<file path="src/rtl/mux8_arb_pkg.sv">
// Shared constants and types for the 8-requester round-robin arbiter.
//   W      : data word width
//   N      : requester count (fixed by the 8:1 datapath mux)
//   SEL_W  : mux select width, log2(N)
//   state_t: arbiter FSM encoding
package mux8_arb_pkg;

  localparam int W     = 32;
  localparam int N     = 8;
  localparam int SEL_W = 3;

  typedef enum logic {
    IDLE = 1'b0,
    XFER = 1'b1
  } state_t;

  function automatic logic [N-1:0] onehot(input logic [SEL_W-1:0] idx);
    logic [N-1:0] v;
    v      = '0;
    v[idx] = 1'b1;
    return v;
  endfunction

endpackage

</file>
<file path="src/rtl/MUX8T1_32.sv">
// 8:1 word multiplexer datapath shared by the arbiter.
// Ports:
//   s  [SEL_W-1:0] in   select
//   I0..I7 [W-1:0] in   candidate words
//   o  [W-1:0]     out  selected word
module MUX8T1_32
  import mux8_arb_pkg::*;
(
  input  logic [SEL_W-1:0] s,
  input  logic [W-1:0]     I0,
  input  logic [W-1:0]     I1,
  input  logic [W-1:0]     I2,
  input  logic [W-1:0]     I3,
  input  logic [W-1:0]     I4,
  input  logic [W-1:0]     I5,
  input  logic [W-1:0]     I6,
  input  logic [W-1:0]     I7,
  output logic [W-1:0]     o
);

  always_comb begin
    case (s)
      3'd0:    o = I0;
      3'd1:    o = I1;
      3'd2:    o = I2;
      3'd3:    o = I3;
      3'd4:    o = I4;
      3'd5:    o = I5;
      3'd6:    o = I6;
      default: o = I7;
    endcase
  end

endmodule

</file>
<file path="src/rtl/rr_pick8.sv">
// Combinational round-robin picker.
// Searches req starting at ptr+1 and wrapping 7->0; the first set bit wins.
// Ports:
//   req [N-1:0]     in   pending requests
//   ptr [SEL_W-1:0] in   index of the last grant
//   any             out  at least one request pending
//   idx [SEL_W-1:0] out  winning index (meaningful only when any=1)
module rr_pick8
  import mux8_arb_pkg::*;
(
  input  logic [N-1:0]     req,
  input  logic [SEL_W-1:0] ptr,
  output logic             any,
  output logic [SEL_W-1:0] idx
);

  logic [SEL_W-1:0] start;
  logic [2*N-1:0]   dbl;
  logic [2*N-1:0]   dbl_sh;
  logic [N-1:0]     rot;
  logic [SEL_W-1:0] off;

  // Rotate so that bit 0 of rot is requester ptr+1, then plain priority,
  // then add the rotation back to recover the absolute index.
  assign start  = ptr + SEL_W'(1);
  assign dbl    = {req, req};
  assign dbl_sh = dbl >> start;
  assign rot    = dbl_sh[N-1:0];

  always_comb begin
    off = '0;
    for (int j = N - 1; j >= 0; j--) begin
      if (rot[j]) off = SEL_W'(j);
    end
  end

  assign idx = start + off;
  assign any = |req;

endmodule

</file>
<file path="src/rtl/mux8_rr_arbiter.sv">
// Round-robin arbiter sharing the 8:1 x 32-bit mux among 8 requesters.
// The winning word is registered and offered downstream on valid/ready,
// with a one-hot grant returned to the requesters while the word is pending.
//
// state | meaning
// ------+------------------------------------------------
// IDLE  | no word pending downstream
// XFER  | o holds an unconsumed word, waiting for o_ready
//
// Ports:
//   clk      in   system clock, rising edge
//   rst_n    in   asynchronous active-low reset
//   req      in   per-requester pending flags
//   I0..I7   in   requester data words
//   o_ready  in   consumer accepts o this cycle
//   o        out  registered selected word
//   o_valid  out  o holds an unconsumed word
//   s        out  select of the current/last grant
//   gnt      out  one-hot grant while the granted word is pending
//   busy     out  same as o_valid
module mux8_rr_arbiter
  import mux8_arb_pkg::*;
(
  input  logic             clk,
  input  logic             rst_n,
  input  logic [N-1:0]     req,
  input  logic [W-1:0]     I0,
  input  logic [W-1:0]     I1,
  input  logic [W-1:0]     I2,
  input  logic [W-1:0]     I3,
  input  logic [W-1:0]     I4,
  input  logic [W-1:0]     I5,
  input  logic [W-1:0]     I6,
  input  logic [W-1:0]     I7,
  input  logic             o_ready,
  output logic [W-1:0]     o,
  output logic             o_valid,
  output logic [SEL_W-1:0] s,
  output logic [N-1:0]     gnt,
  output logic             busy
);

  state_t           state_q, state_d;
  logic [W-1:0]     o_q, o_d;
  logic [SEL_W-1:0] s_q, s_d;
  logic [N-1:0]     gnt_q, gnt_d;
  logic [SEL_W-1:0] ptr_q, ptr_d;

  logic             pick_any;
  logic [SEL_W-1:0] pick_idx;
  logic [W-1:0]     mux_word;

  rr_pick8 u_pick (
    .req (req),
    .ptr (ptr_q),
    .any (pick_any),
    .idx (pick_idx)
  );

  MUX8T1_32 u_mux (
    .s  (pick_idx),
    .I0 (I0),
    .I1 (I1),
    .I2 (I2),
    .I3 (I3),
    .I4 (I4),
    .I5 (I5),
    .I6 (I6),
    .I7 (I7),
    .o  (mux_word)
  );

  // While a transfer completes, ptr still holds the current grant, so the
  // picker naturally prefers every other requester and only falls back to
  // the current one when it is the sole contender.
  always_comb begin
    state_d = state_q;
    o_d     = o_q;
    s_d     = s_q;
    gnt_d   = gnt_q;
    ptr_d   = ptr_q;

    if (state_q == IDLE || o_ready) begin
      if (pick_any) begin
        state_d = XFER;
        o_d     = mux_word;
        s_d     = pick_idx;
        gnt_d   = onehot(pick_idx);
        ptr_d   = pick_idx;
      end else begin
        state_d = IDLE;
        gnt_d   = '0;
      end
    end
  end

  always_ff @(posedge clk or negedge rst_n) begin
    if (!rst_n) begin
      state_q <= IDLE;
      o_q     <= '0;
      s_q     <= '0;
      gnt_q   <= '0;
      ptr_q   <= SEL_W'(N - 1);
    end else begin
      state_q <= state_d;
      o_q     <= o_d;
      s_q     <= s_d;
      gnt_q   <= gnt_d;
      ptr_q   <= ptr_d;
    end
  end

  assign o       = o_q;
  assign s       = s_q;
  assign gnt     = gnt_q;
  assign o_valid = (state_q == XFER);
  assign busy    = o_valid;

endmodule
</file>
<file path="config.mk">
export PLATFORM = sky130hd
export DESIGN_NAME = mux8_rr_arbiter
export DESIGN_NICKNAME = d
export VERILOG_FILES = /design/src/rtl/mux8_arb_pkg.sv /design/src/rtl/MUX8T1_32.sv /design/src/rtl/rr_pick8.sv /design/src/rtl/mux8_rr_arbiter.sv
export SDC_FILE = /design/constraint.sdc
export NUM_CORES = 1
export LEC_CHECK = 0
export BUFFER_PORTS_ARGS = -buffer_cell sky130_fd_sc_hd__buf_2
export CAP_MARGIN = 20
export CORE_AREA = 2 2 121 123
export CTS_CLUSTER_DIAMETER = 30
export DETAILED_ROUTE_END_ITERATION = 7
export DIE_AREA = 0 0 123 125
export HOLD_SLACK_MARGIN = 0.02
export PLACE_DENSITY = 0.79
export SYNTH_ARGS = -nofsm -noshare
export SYNTH_HDL_FRONTEND = slang
export SYNTH_SLANG_ARGS = --single-unit
</file>
<file path="constraint.sdc">
create_clock -name clk -period 5.7 [get_ports clk]
set_input_delay 0.855 -clock clk [delete_from_list [all_inputs] [get_ports clk]]
set_output_delay 0.855 -clock clk [all_outputs]
set_load 0.03 [all_outputs]
</file>
Yosys cells after proc, flatten, opt, wreduce, memory -nomap -nowiden

Cells that the tools add are included.

Register bits after elaboration: 47
Bits in latches: 0
Bits in writable memories: 0
Bits in read-only memories: 0
Output and inout port bits: 45
Memories: 0

Add/subtract/negate cells: 2
Multipliers: 0
Div/mod/pow operators: 0
Magnitude comparators: 2
Equality and inequality tests: 6
Shift operators: 1
Mux-type cells: 13
Bitwise gates (word level): 1
Reduce and logical (&&, ||, !) cells: 5

Operators with widths:

| kind                  | number |
|---|---|
| $pmux W32 S7          | 1 |
| $mux W3               | 8 |
| $shr A16 B3 Y8        | 1 |
| $eq A3 B3 Y1 const B  | 3 |
| $mux W8               | 1 |
| $reduce_or A8 Y1      | 1 |
| $eq A3 B2 Y1 const B  | 2 |
| $lt A3 B4 Y1 const B  | 1 |
| $add A3 B1 Y3 const B | 1 |
| $add A3 B3 Y3         | 1 |
| $demux W1 S3          | 1 |
| $eq A3 B1 Y1 const B  | 1 |
| $ge A3 B1 Y1 const B  | 1 |
| $logic_not A3 Y1      | 1 |
| $mux W1               | 2 |
| $reduce_and A2 Y1     | 1 |
| $logic_and A1 B1 Y1   | 1 |
| $logic_or A1 B1 Y1    | 1 |
| $not A1 Y1            | 1 |

Depth between registers and ports, before layout

Gate-level depths: netlist of run 1.

Word-level depth: 16
Gate-level depth with buffers: 22
Depth with buffers taken out: 18

Cells and area by module

Synthesis of run 1 repeated with hierarchy kept, for this count alone.

Cells, all modules: 449
Area total of the unflattened synthesis: 4257.8 um2

Modules (own cells, without submodules):

| module          | times used | cells each | area an instance (um2) |
|---|---|---|---|
| MUX8T1_32       | 1          | 294        | 1936.9 |
| mux8_rr_arbiter | 1          | 110        | 1860.5 |
| rr_pick8        | 1          | 45         | 460.4 |

Worst setup path before layout of run 1

OpenSTA, ideal clock, no wires.

Path kind: reg-to-reg
Start point: register ptr_q[0]
End point: register o_q[2], in the netlist o[2]
Arrival: 4639 ps
Slack: 920 ps
Cell stages (with the launch flop): 17
Buffers on the path: 5
Cells stage by stage: dfstp_2 > ha_1 > buf_4 > clkbuf_1 > clkbuf_1 > a21o_1 > o311ai_0 > o31ai_1 > o31ai_1 > ha_1 > inv_1 > fa_1 > buf_1 > clkbuf_1 > mux4_2 > nand2_1 > a31oi_1

Longest elaborated chain between the ends: 13
Elaborated cells between the ends (all ways): 19

RTL lines:

| element                              | RTL line               | text |
|---|---|---|
| start: declaration                   | mux8_rr_arbiter.sv:47  | `logic [SEL_W-1:0] ptr_q, ptr_d;` |
| start signal: assignment             | mux8_rr_arbiter.sv:103 | `ptr_q <= SEL_W'(N - 1);` |
| start signal: assignment             | mux8_rr_arbiter.sv:109 | `ptr_q <= ptr_d;` |
| $add A3 B1 Y3 (*)                    | rr_pick8.sv:25         | `assign start = ptr + SEL_W'(1);` |
| $shr A16 B3 Y8                       | rr_pick8.sv:27         | `assign dbl_sh = dbl >> start;` |
| $mux W3 (8 in series)                | rr_pick8.sv:33         | `if (rot[j]) off = SEL_W'(j);` |
| $add A3 B3 Y3 (*)                    | rr_pick8.sv:37         | `assign idx = start + off;` |
| $eq A3 B3 Y1 (tied with other cells) | MUX8T1_32.sv:22        | `case (s)` |
| $pmux W32 S7 (*)                     | MUX8T1_32.sv:22        |  |
| end signal: assignment               | mux8_rr_arbiter.sv:100 | `o_q <= '0;` |
| end signal: assignment               | mux8_rr_arbiter.sv:106 | `o_q <= o_d;` |
| end: declaration                     | mux8_rr_arbiter.sv:44  | `logic [W-1:0] o_q, o_d;` |

Every way passes the cells marked *; elsewhere a longest branch is shown, timed or not.
A chain may end at the register's enable or synchronous reset.

Final worst setup path of run 1

Start point: register ptr_q[0]
End point: register o_q[1], in the netlist o[1]

The elaborated chain is that of the path after synthesis.

==> flow_summary_export.csv, run 1 <==
group,metric,value,unit
cells_and_area,layout_common_cells,"buf_2, nand2_1, dfrtp_1",
synthesis,synth_cell_types,69,
sta,worst_slew_pin_slew,0.9445,ns
sta,skew,0.01604,ns
global_route,grt_overflow,0,
die,io_pins,312,
cells_and_area,final_common_cell,"buf_2",
die,fp.coreArea,14200,µm²
clocking,cts_hold_buf,0,
synthesis,syn_nets,812,
synthesis,async_reset_ff_frac,1.000,
synthesis,yosysWarnings,0,
synthesis,synth_edf_count,0,
setup_path,crit_required,5.84,ns
synthesis,yosysSeqAreaShare,0.2467,
synthesis,syn_area,4782,µm²
clocking,cts_htree_levels,2,
placed_design,portBuffers,311,
setup_path,path_class,"reg2reg",
clocking,cts.sinks,47,
sta,hold_viol,0,
clocking,clkTransAtPathRegs,0.08,ns
global_route,grt_max_degree,62,
setup_path,startpoint_type,"flop",
setup_path,endpoint_kind,"flop",
clocking,clk-insertion-delay-late,0.30,ns
sta,setup_viol,0,
detailed_routing,routed_via_density,5.762,
detailed_routing,drtPass1Iterations,5,
die,initial_utilization,0.3367,
cells_and_area,area_growth,40.53,%
sta,tns,0,ns
synthesis,avgSynthCellArea,8.823,µm²
detailed_routing,drc,0,
sta,rsz0062_at_grt,"no",
cells_and_area,finalNetCount,1104,
die,die_area,15380,µm²
die,die_h,125,µm
synthesis,ys.flop_type,"dfrtp_1",
setup_path,cp-startpoint,"ptr_q[0]",
detailed_routing,vias,5871,
cells_and_area,layout-drive-gt1-share,0.4904,
sta,finalCriticalPeriod,5.248,ns
detailed_routing,ant_nets,0,
sta,fmaxAchievable,190.6,MHz
hold_path,min_path_cells,2,
die,rows,44,
global_route,groute.usage.overall,0.2574,
synthesis,synthTopCellsByArea,"dfrtp_1, mux4_2, nand2_1",
clocking,cts_setup_buffers,0,
setup_path,r2r-start,"ptr_q[0]",
hold_path,hold_class,"reg2reg",
sta,period_share,0.9206,
placed_design,place_congestion,0.9458,
clocking,cts_buffer_depth,2,
die,die_x,123,µm
synthesis,syn_inst,542,
detailed_routing,finalWirelength,20380,µm
outcome,status,"finished clean",
synthesis,yosysTopAreaCellShare,0.2302,
clocking,post_cts_resized,0,
placed_design,hpwlAfterDp,15980,µm
global_route,grt_pass1_vias,5490,
run,maxCapViolCount,0,
sta,final_max_slew_viol_count,0,
setup_path,reg2regPathDepth,18,
detailed_routing,drtIter0Drc,689,
setup_path,crit_fanout,19,
detailed_routing,wl_per_cell,20.00,µm
clocking,tritoncts,"built",
synthesis,synth_top_area_cell,"dfrtp_1",
cells_and_area,n_fill_cell,1420,
global_route,grt_pass1_wl,30010,µm
setup_path,cp.arrival,5.38,ns
clocking,root_buffer,"clkbuf_16",
hold_path,hold_start,"s[0]",
sta,maxSlewHeadroom,0.3688,
global_route,antenna_found_initial,4,
clocking,cts_made_buffers,5,
synthesis,ys_ff_latch,47,
sequential cells by signal (all words and copies together) (netlist names):
| signal | flops |
|---|---|
| busy | 1 |
| ptr_q | 3 |
| gnt | 8 |
| o | 32 |
| s | 3 |
final cells by class:
cell class                 instances  area (µm²)  area share
clock buffer                       6       138.9     0.02067
multi-input combinational        438        3385      0.5036
antenna                            1       2.502   0.0003724
tap                              184       230.2     0.03426
clock inverter                     1       5.005   0.0007447
inverter                           6       22.52    0.003351
timing repair buffer             336        1757      0.2614
sequential                        47        1180      0.1756
worst paths after layout:
path	endpoint	slack (ns)
worst max-delay path	o[1]	0.45
worst min-delay path	s[0]	0.47
worst max register to register	o[1]	0.45
worst min register to register	s[0]	0.47
max in group asynchronous	o[14]	4.54
min in group asynchronous	o[31]	0.69
synth_stat cells (6+ instances only):
| cell | number |
|---|---|
| inv_1 | 6 |
| nor2_1 | 32 |
| o31ai_1 | 10 |
| mux2i_1 | 20 |
| clkbuf_1 | 33 |
| nand3_1 | 9 |
| o21ai_1 | 8 |
| dfrtp_1 | 44 |
| nor2b_1 | 10 |
| a21oi_1 | 22 |
| o22ai_1 | 18 |
| a22oi_1 | 6 |
| o211ai_1 | 6 |
| a211oi_1 | 6 |
| o21ai_0 | 35 |
| mux4_2 | 40 |
| nand2_1 | 112 |
| a31oi_1 | 20 |
| mux2_2 | 11 |
critical path, cell delays in order, from the launching register on:
cell	delay, ns
dfstp_2	0.74
ha_1	0.36
inv_1	0.18
nand2_1	0.13
o22ai_1	0.11
a311oi_1	0.37
a21boi_0	0.14
a2111oi_0	0.45
o31ai_1	0.19
ha_4	0.18
inv_1	0.07
fa_4	0.74
and2_1	0.29
nand3_1	0.10
nand2_1	0.05
a211oi_1	0.30
a2111oi_0	0.18
nor4b_1	0.34
a31oi_1	0.15
metal layers:
metal	GRT usage	vias to the layer above	wire length (µm)
met4	0.06417	6	369
met2	0.4218	380	9534
met5	0	-	41
met3	0.07938	43	2370
met1	0.3302	2792	8065
li1	-	2650	-
cells by family after synthesis:
kind of cell	count (synthesis)	synth area share
compound gates	165	0.2326
xor+xnor	6	0.01858
fa+ha+maj	5	0.01387
buf+inv	57	0.05625
flops	47	0.2467
mux	71	0.2561
simple gates	191	0.1758
per-stage QoR:
step / std cells / area, µm² / util / worst slack, ns / hold slack, ns
3_3_place_gp: 1010 / 6566 / 0.4623 / 0.6652 / 0.4569
6_report: 1019 / 6720 / 0.4731 / 0.4524 / 0.4748
5_1_grt: 1018 / 6718 / 0.4730 / 0.1428 / 0.5067
4_1_cts: 1017 / 6710 / 0.4724 / 0.5520 / 0.4771
3_5_place_dp: 1010 / 6566 / 0.4623 / 0.5827 / 0.4593
2_1_floorplan: 542 / 4782 / - / 0.9198 / 0.4627
Power of run 1 is not shown: default switching activity piles up to over one toggle a cycle in this logic, so the estimate is an artifact.
==> inputs of run 2 (changes only) <==
Settings changed: CORE_AREA 2 2 121 123 to 2 2 120 122, DIE_AREA 0 0 123 125 to 0 0 122 124, PLACE_DENSITY 0.79 to 0.76, SYNTH_HIERARCHICAL set to 1.
==> flow_summary_export.csv, run 2 <==
group,metric,value,unit
outcome,status,"finished clean",
synthesis,synth_top_area_cell,"dfrtp_1",
sta,rsz0062_at_grt,"no",
die,fp.coreArea,13720,µm²
sta,finalCriticalPeriod,5.253,ns
clocking,cts_made_buffers,5,
global_route,grt_max_degree,48,
global_route,grt_pass1_vias,4861,
setup_path,startpoint_type,"flop",
synthesis,yosysTopAreaCellShare,0.2586,
synthesis,syn_area,4258,µm²
detailed_routing,wl_per_cell,19.13,µm
run,maxCapViolCount,0,
sta,worst_slew_pin_slew,1.085,ns
synthesis,ys_ff_latch,47,
synthesis,avgSynthCellArea,9.483,µm²
cells_and_area,layout-drive-gt1-share,0.5435,
setup_path,crit_fanout,24,
synthesis,yosysWarnings,6,
clocking,cts_htree_levels,2,
die,io_pins,312,
synthesis,synthTopCellsByArea,"dfrtp_1, a221oi_1, mux2_4",
die,die_x,122,µm
sta,fmaxAchievable,190.4,MHz
synthesis,synth_edf_count,0,
sta,period_share,0.9215,
clocking,cts_setup_buffers,0,
global_route,grt_overflow,0,
placed_design,portBuffers,311,
cells_and_area,area_growth,42.02,%
setup_path,endpoint_kind,"flop",
detailed_routing,drtIter0Drc,359,
synthesis,yosysSeqAreaShare,0.2771,
synthesis,async_reset_ff_frac,1.000,
die,die_h,124,µm
die,initial_utilization,0.3104,
clocking,clk-insertion-delay-late,0.29,ns
synthesis,syn_inst,449,
cells_and_area,final_common_cell,"buf_2",
detailed_routing,drtPass1Iterations,5,
global_route,groute.usage.overall,0.2217,
sta,final_max_slew_viol_count,0,
clocking,cts_buffer_depth,2,
synthesis,syn_nets,719,
synthesis,synth_cell_types,56,
detailed_routing,finalWirelength,17580,µm
sta,maxSlewHeadroom,0.2758,
detailed_routing,vias,5046,
sta,skew,0.007030,ns
die,rows,43,
clocking,root_buffer,"clkbuf_16",
synthesis,synthTopCellsByCount,"a21oi_1, a221oi_1, nand2_1",
setup_path,crit_required,5.88,ns
clocking,cts_hold_buf,0,
cells_and_area,finalNetCount,1005,
cells_and_area,largest_register_ffs,32,
setup_path,cp.arrival,5.43,ns
synthesis,ys.flop_type,"dfrtp_1",
global_route,antenna_found_initial,4,
clocking,post_cts_resized,0,
detailed_routing,drc,0,
detailed_routing,ant_nets,0,
global_route,grt_pass1_wl,25530,µm
sta,tns,0,ns
placed_design,place_congestion,0.9213,
sta,hold_viol,0,
hold_path,hold_class,"reg2reg",
setup_path,path_class,"reg2reg",
clocking,tritoncts,"built",
cells_and_area,n_fill_cell,1363,
die,die_area,15130,µm²
placed_design,hpwlAfterDp,13380,µm
sta,setup_viol,0,
clocking,clkTransAtPathRegs,0.07,ns
clocking,cts.sinks,47,
detailed_routing,routed_via_density,5.491,
cells_and_area,layout_common_cells,"buf_2, a21oi_1, a221oi_1",
synthesis,synth.most_common_cell,"a21oi_1",
[run 2: cell count changes after synthesis, sizes merged, moves of 21 or more]
cell,delta
mux4,-31
o22a,+25
clkbuf,-25
nand2,-67
o21ai,-27
a21oi,+30
a221oi,+48
buf,+21
mux2,+32
[run 2: cells by family after synthesis]
logic type,after synthesis,share of synthesized area
adders and majority gates,4,0.01322
and+or+nand+nor,94,0.1084
buffers and inverters,54,0.07670
xor gates and xnor gates,2,0.004115
muxes,59,0.1998
DFF,47,0.2771
AOI/OAI and AO/OA,189,0.3206
[run 2: final cells by class]
type                       instances  area [µm²]  share of cell area
clock inverter                     3       26.28            0.004345
antenna                            3       7.507            0.001241
clock buffer                       5       125.1             0.02069
multi-input combinational        348        2771              0.4583
timing repair buffer             326        1685              0.2787
inverter                           7       26.28            0.004345
sequential                        47        1180              0.1951
tap                              180       225.2             0.03724
[run 2: critical path: stages, from the launching register on]
cell,delay [ns]
dfstp_2,0.68
ha_1,0.41
mux4_2,0.39
nand2b_1,0.16
a2111oi_0,0.54
nor3_1,0.10
o31ai_1,0.25
ha_2,0.22
inv_1,0.05
fa_1,0.46
xnor2_2,0.38
inv_2,0.20
nor2_4,0.58
a21oi_1,0.23
o22a_1,0.21
mux2_2,0.25
[run 2: worst paths after layout]
check / startpoint / to / slack, ns / cells past startpoint
min: s[0] / s[0] / 0.48 / 1
max: ptr_q[0] / o[29] / 0.45 / 15
min reg2reg: s[0] / s[0] / 0.48 / 1
max reg2reg: ptr_q[0] / o[29] / 0.45 / 15
max in group asynchronous: rst_n / o[5] / 4.61 / 2
min in group asynchronous: rst_n / o[22] / 0.67 / 2
[run 2: layer usage]
layer	up-vias	share of wire	wire, µm	track usage
met5	-	0.00074	13	0
met4	2	0.041	719	0.09842
met3	52	0.085	1499	0.04716
met2	258	0.48	8368	0.3816
met1	2381	0.40	6975	0.2667
li1	2353	-	-	-
[run 2: per-stage QoR]
| stage | utilization | hold WS [ns] | area, µm² | setup slack (ns) | instances |
|---|---|---|---|---|---|
| 5_1_grt | 0.4406 | 0.5177 | 6045 | 0.2277 | 918 |
| 2_1_floorplan | - | 0.5100 | 4258 | 0.9574 | 449 |
| 3_5_place_dp | 0.4284 | 0.4683 | 5877 | 0.4185 | 907 |
| 6_report | 0.4408 | 0.4810 | 6047 | 0.4475 | 919 |
| 4_1_cts | 0.4394 | 0.4856 | 6028 | 0.4281 | 915 |
| 3_3_place_gp | 0.4284 | 0.4591 | 5877 | 0.6125 | 907 |
Power of run 2 is left out for the same reason.
==> inputs of run 3 (changes only) <==
Settings changed: PLACE_DENSITY 0.76 to unset, PLACE_DENSITY_LB_ADDON set to 0.2.
==> flow_summary_export.csv, run 3 (synthesis results as in run 2) <==
group,metric,value,unit
outcome,status,"finished clean",
setup_path,path_delay_family,"compound AO/OA/AOI/OAI gates",
detailed_routing,ant_nets,0,
sta,tns,0,ns
die,die_area,15130,µm²
die,initial_utilization,0.3104,
sta,worst_slew_pin_slew,0.6695,ns
cells_and_area,largest_register_ffs,32,
die,fp.coreArea,13720,µm²
clocking,cts_htree_levels,2,
sta,maxSlewHeadroom,0.5516,
detailed_routing,routed_via_density,5.385,
detailed_routing,finalWirelength,18080,µm
sta,finalCriticalPeriod,5.077,ns
die,die_h,124,µm
clocking,clkTransAtPathRegs,0.07,ns
hold_path,hold_start,"gnt[7]",
sta,final_max_slew_viol_count,0,
cells_and_area,area_growth,42.34,%
setup_path,crit_path_cell_trace,"ha_1 > mux4_2 > nand2b_1 > a2111oi_0 > nor3_1 > o31ai_1 > ha_2 > inv_1 > fa_1 > xnor2_2 > buf_4 > and2_4 > a221oi_1 > a21oi_1 > o22a_1 > mux2_2",
sta,rsz0062_at_grt,"no",
clocking,cts_setup_buffers,0,
clocking,cts.sinks,47,
sta,skew,0.005874,ns
clocking,clk-insertion-delay-late,0.29,ns
hold_path,hold_class,"reg2reg",
global_route,groute.usage.overall,0.2254,
setup_path,cp_num_buf_inv,2,
cells_and_area,n_fill_cell,1421,
clocking,tritoncts,"built",
cells_and_area,finalNonFillerCells,920,
cells_and_area,seqCellArea,1180,µm²
die,io_pins,312,
global_route,grt_pass1_wl,26440,µm
run,maxCapViolCount,0,
clocking,cts_buffer_depth,2,
setup_path,slowest_delay,0.68,ns
sta,setup_viol,0,
global_route,grt_overflow,0,
cells_and_area,layout_common_cells,"buf_2, a21oi_1, a221oi_1",
die,rows,43,
setup_path,path_class,"reg2reg",
placed_design,dp_cells,909,
placed_design,dpl_cell_area,5884,µm²
setup_path,reg2regPathDepth,16,
sta,fmaxAchievable,197.0,MHz
setup_path,cp.arrival,5.31,ns
clocking,cts_made_buffers,5,
clocking,root_buffer,"clkbuf_16",
setup_path,crit_fanout,29,
hold_path,min_path_cells,2,
setup_path,slowest_stage,"dfstp_2",
cells_and_area,post-route-util,0.4418,
global_route,grt_pass1_vias,4955,
cells_and_area,final_common_cell,"buf_2",
global_route,grt_max_degree,48,
clocking,post_cts_resized,0,
sta,period_share,0.8908,
cells_and_area,multi_input_area,2776,µm²
detailed_routing,drtPass1Iterations,5,
placed_design,place_congestion,0.9155,
cells_and_area,layout-drive-gt1-share,0.5441,
die,die_x,122,µm
setup_path,crit_required,5.93,ns
setup_path,endpoint_kind,"flop",
detailed_routing,drc,0,
clocking,cts_hold_buf,0,
setup_path,ff2ff_setup_slack,0.62,ns
detailed_routing,wl_per_cell,19.65,µm
hold_path,min_to,"gnt[7]",
setup_path,startpoint_type,"flop",
global_route,antenna_found_initial,6,
cells_and_area,fin_area,6061,µm²
placed_design,portBuffers,311,
sta,hold_viol,0,
detailed_routing,drtIter0Drc,252,
detailed_routing,vias,4954,
cells_and_area,finalNetCount,1006,
setup_path,r2r-start,"ptr_q[0]",
setup_path,rr_endpoint,"o[18]",
placed_design,hpwlAfterDp,14030,µm
[run 3: area by class of cell]
| type | count | share of cell area |
|---|---|---|
| diodes | 3 | 0.001239 |
| inverters | 7 | 0.004335 |
| well taps | 180 | 0.03716 |
| multi-input cells | 348 | 0.4581 |
| flip-flops and latches | 47 | 0.1947 |
| clock inverters | 3 | 0.007225 |
| repair buffers | 327 | 0.2766 |
| clock buffers | 5 | 0.02064 |
[run 3: worst max-delay path by stage]
stage,endpoint,slack [ns],from,depth (start not counted)
after floorplan,o[0],0.96,req[2],15
after global placement,o[20],0.74,req[0],16
after detailed placement,o[21],0.62,req[2],16
after CTS,o[21],0.63,ptr_q[0],16
after global routing,o[18],0.19,ptr_q[0],16
final,o[18],0.62,ptr_q[0],16
[run 3: worst min-delay path, cell delays in order, from the launching register on]
cell	delay [ns]
dfrtp_1	0.35
nand2_1	0.05
o21ai_0	0.06
[run 3: stage by stage]
stage / worst slack (ns) / hold WS, ns
CTS: 0.6321 / 0.4943
global route: 0.1917 / 0.5161
finish: 0.6226 / 0.4950
floorplan: 0.9574 / 0.5100
global placement: 0.7364 / 0.4639
detailed placement: 0.6201 / 0.4692
[run 3: layer usage]
metal | wire length (µm) | up-vias | GRT usage
met4 | 314 | 4 | 0.07040
met3 | 1532 | 26 | 0.05495
met1 | 7091 | 2339 | 0.2698
met2 | 9119 | 234 | 0.3987
met5 | 24 | - | 0
li1 | - | 2351 | -
Power of run 3 is left out for the same reason.
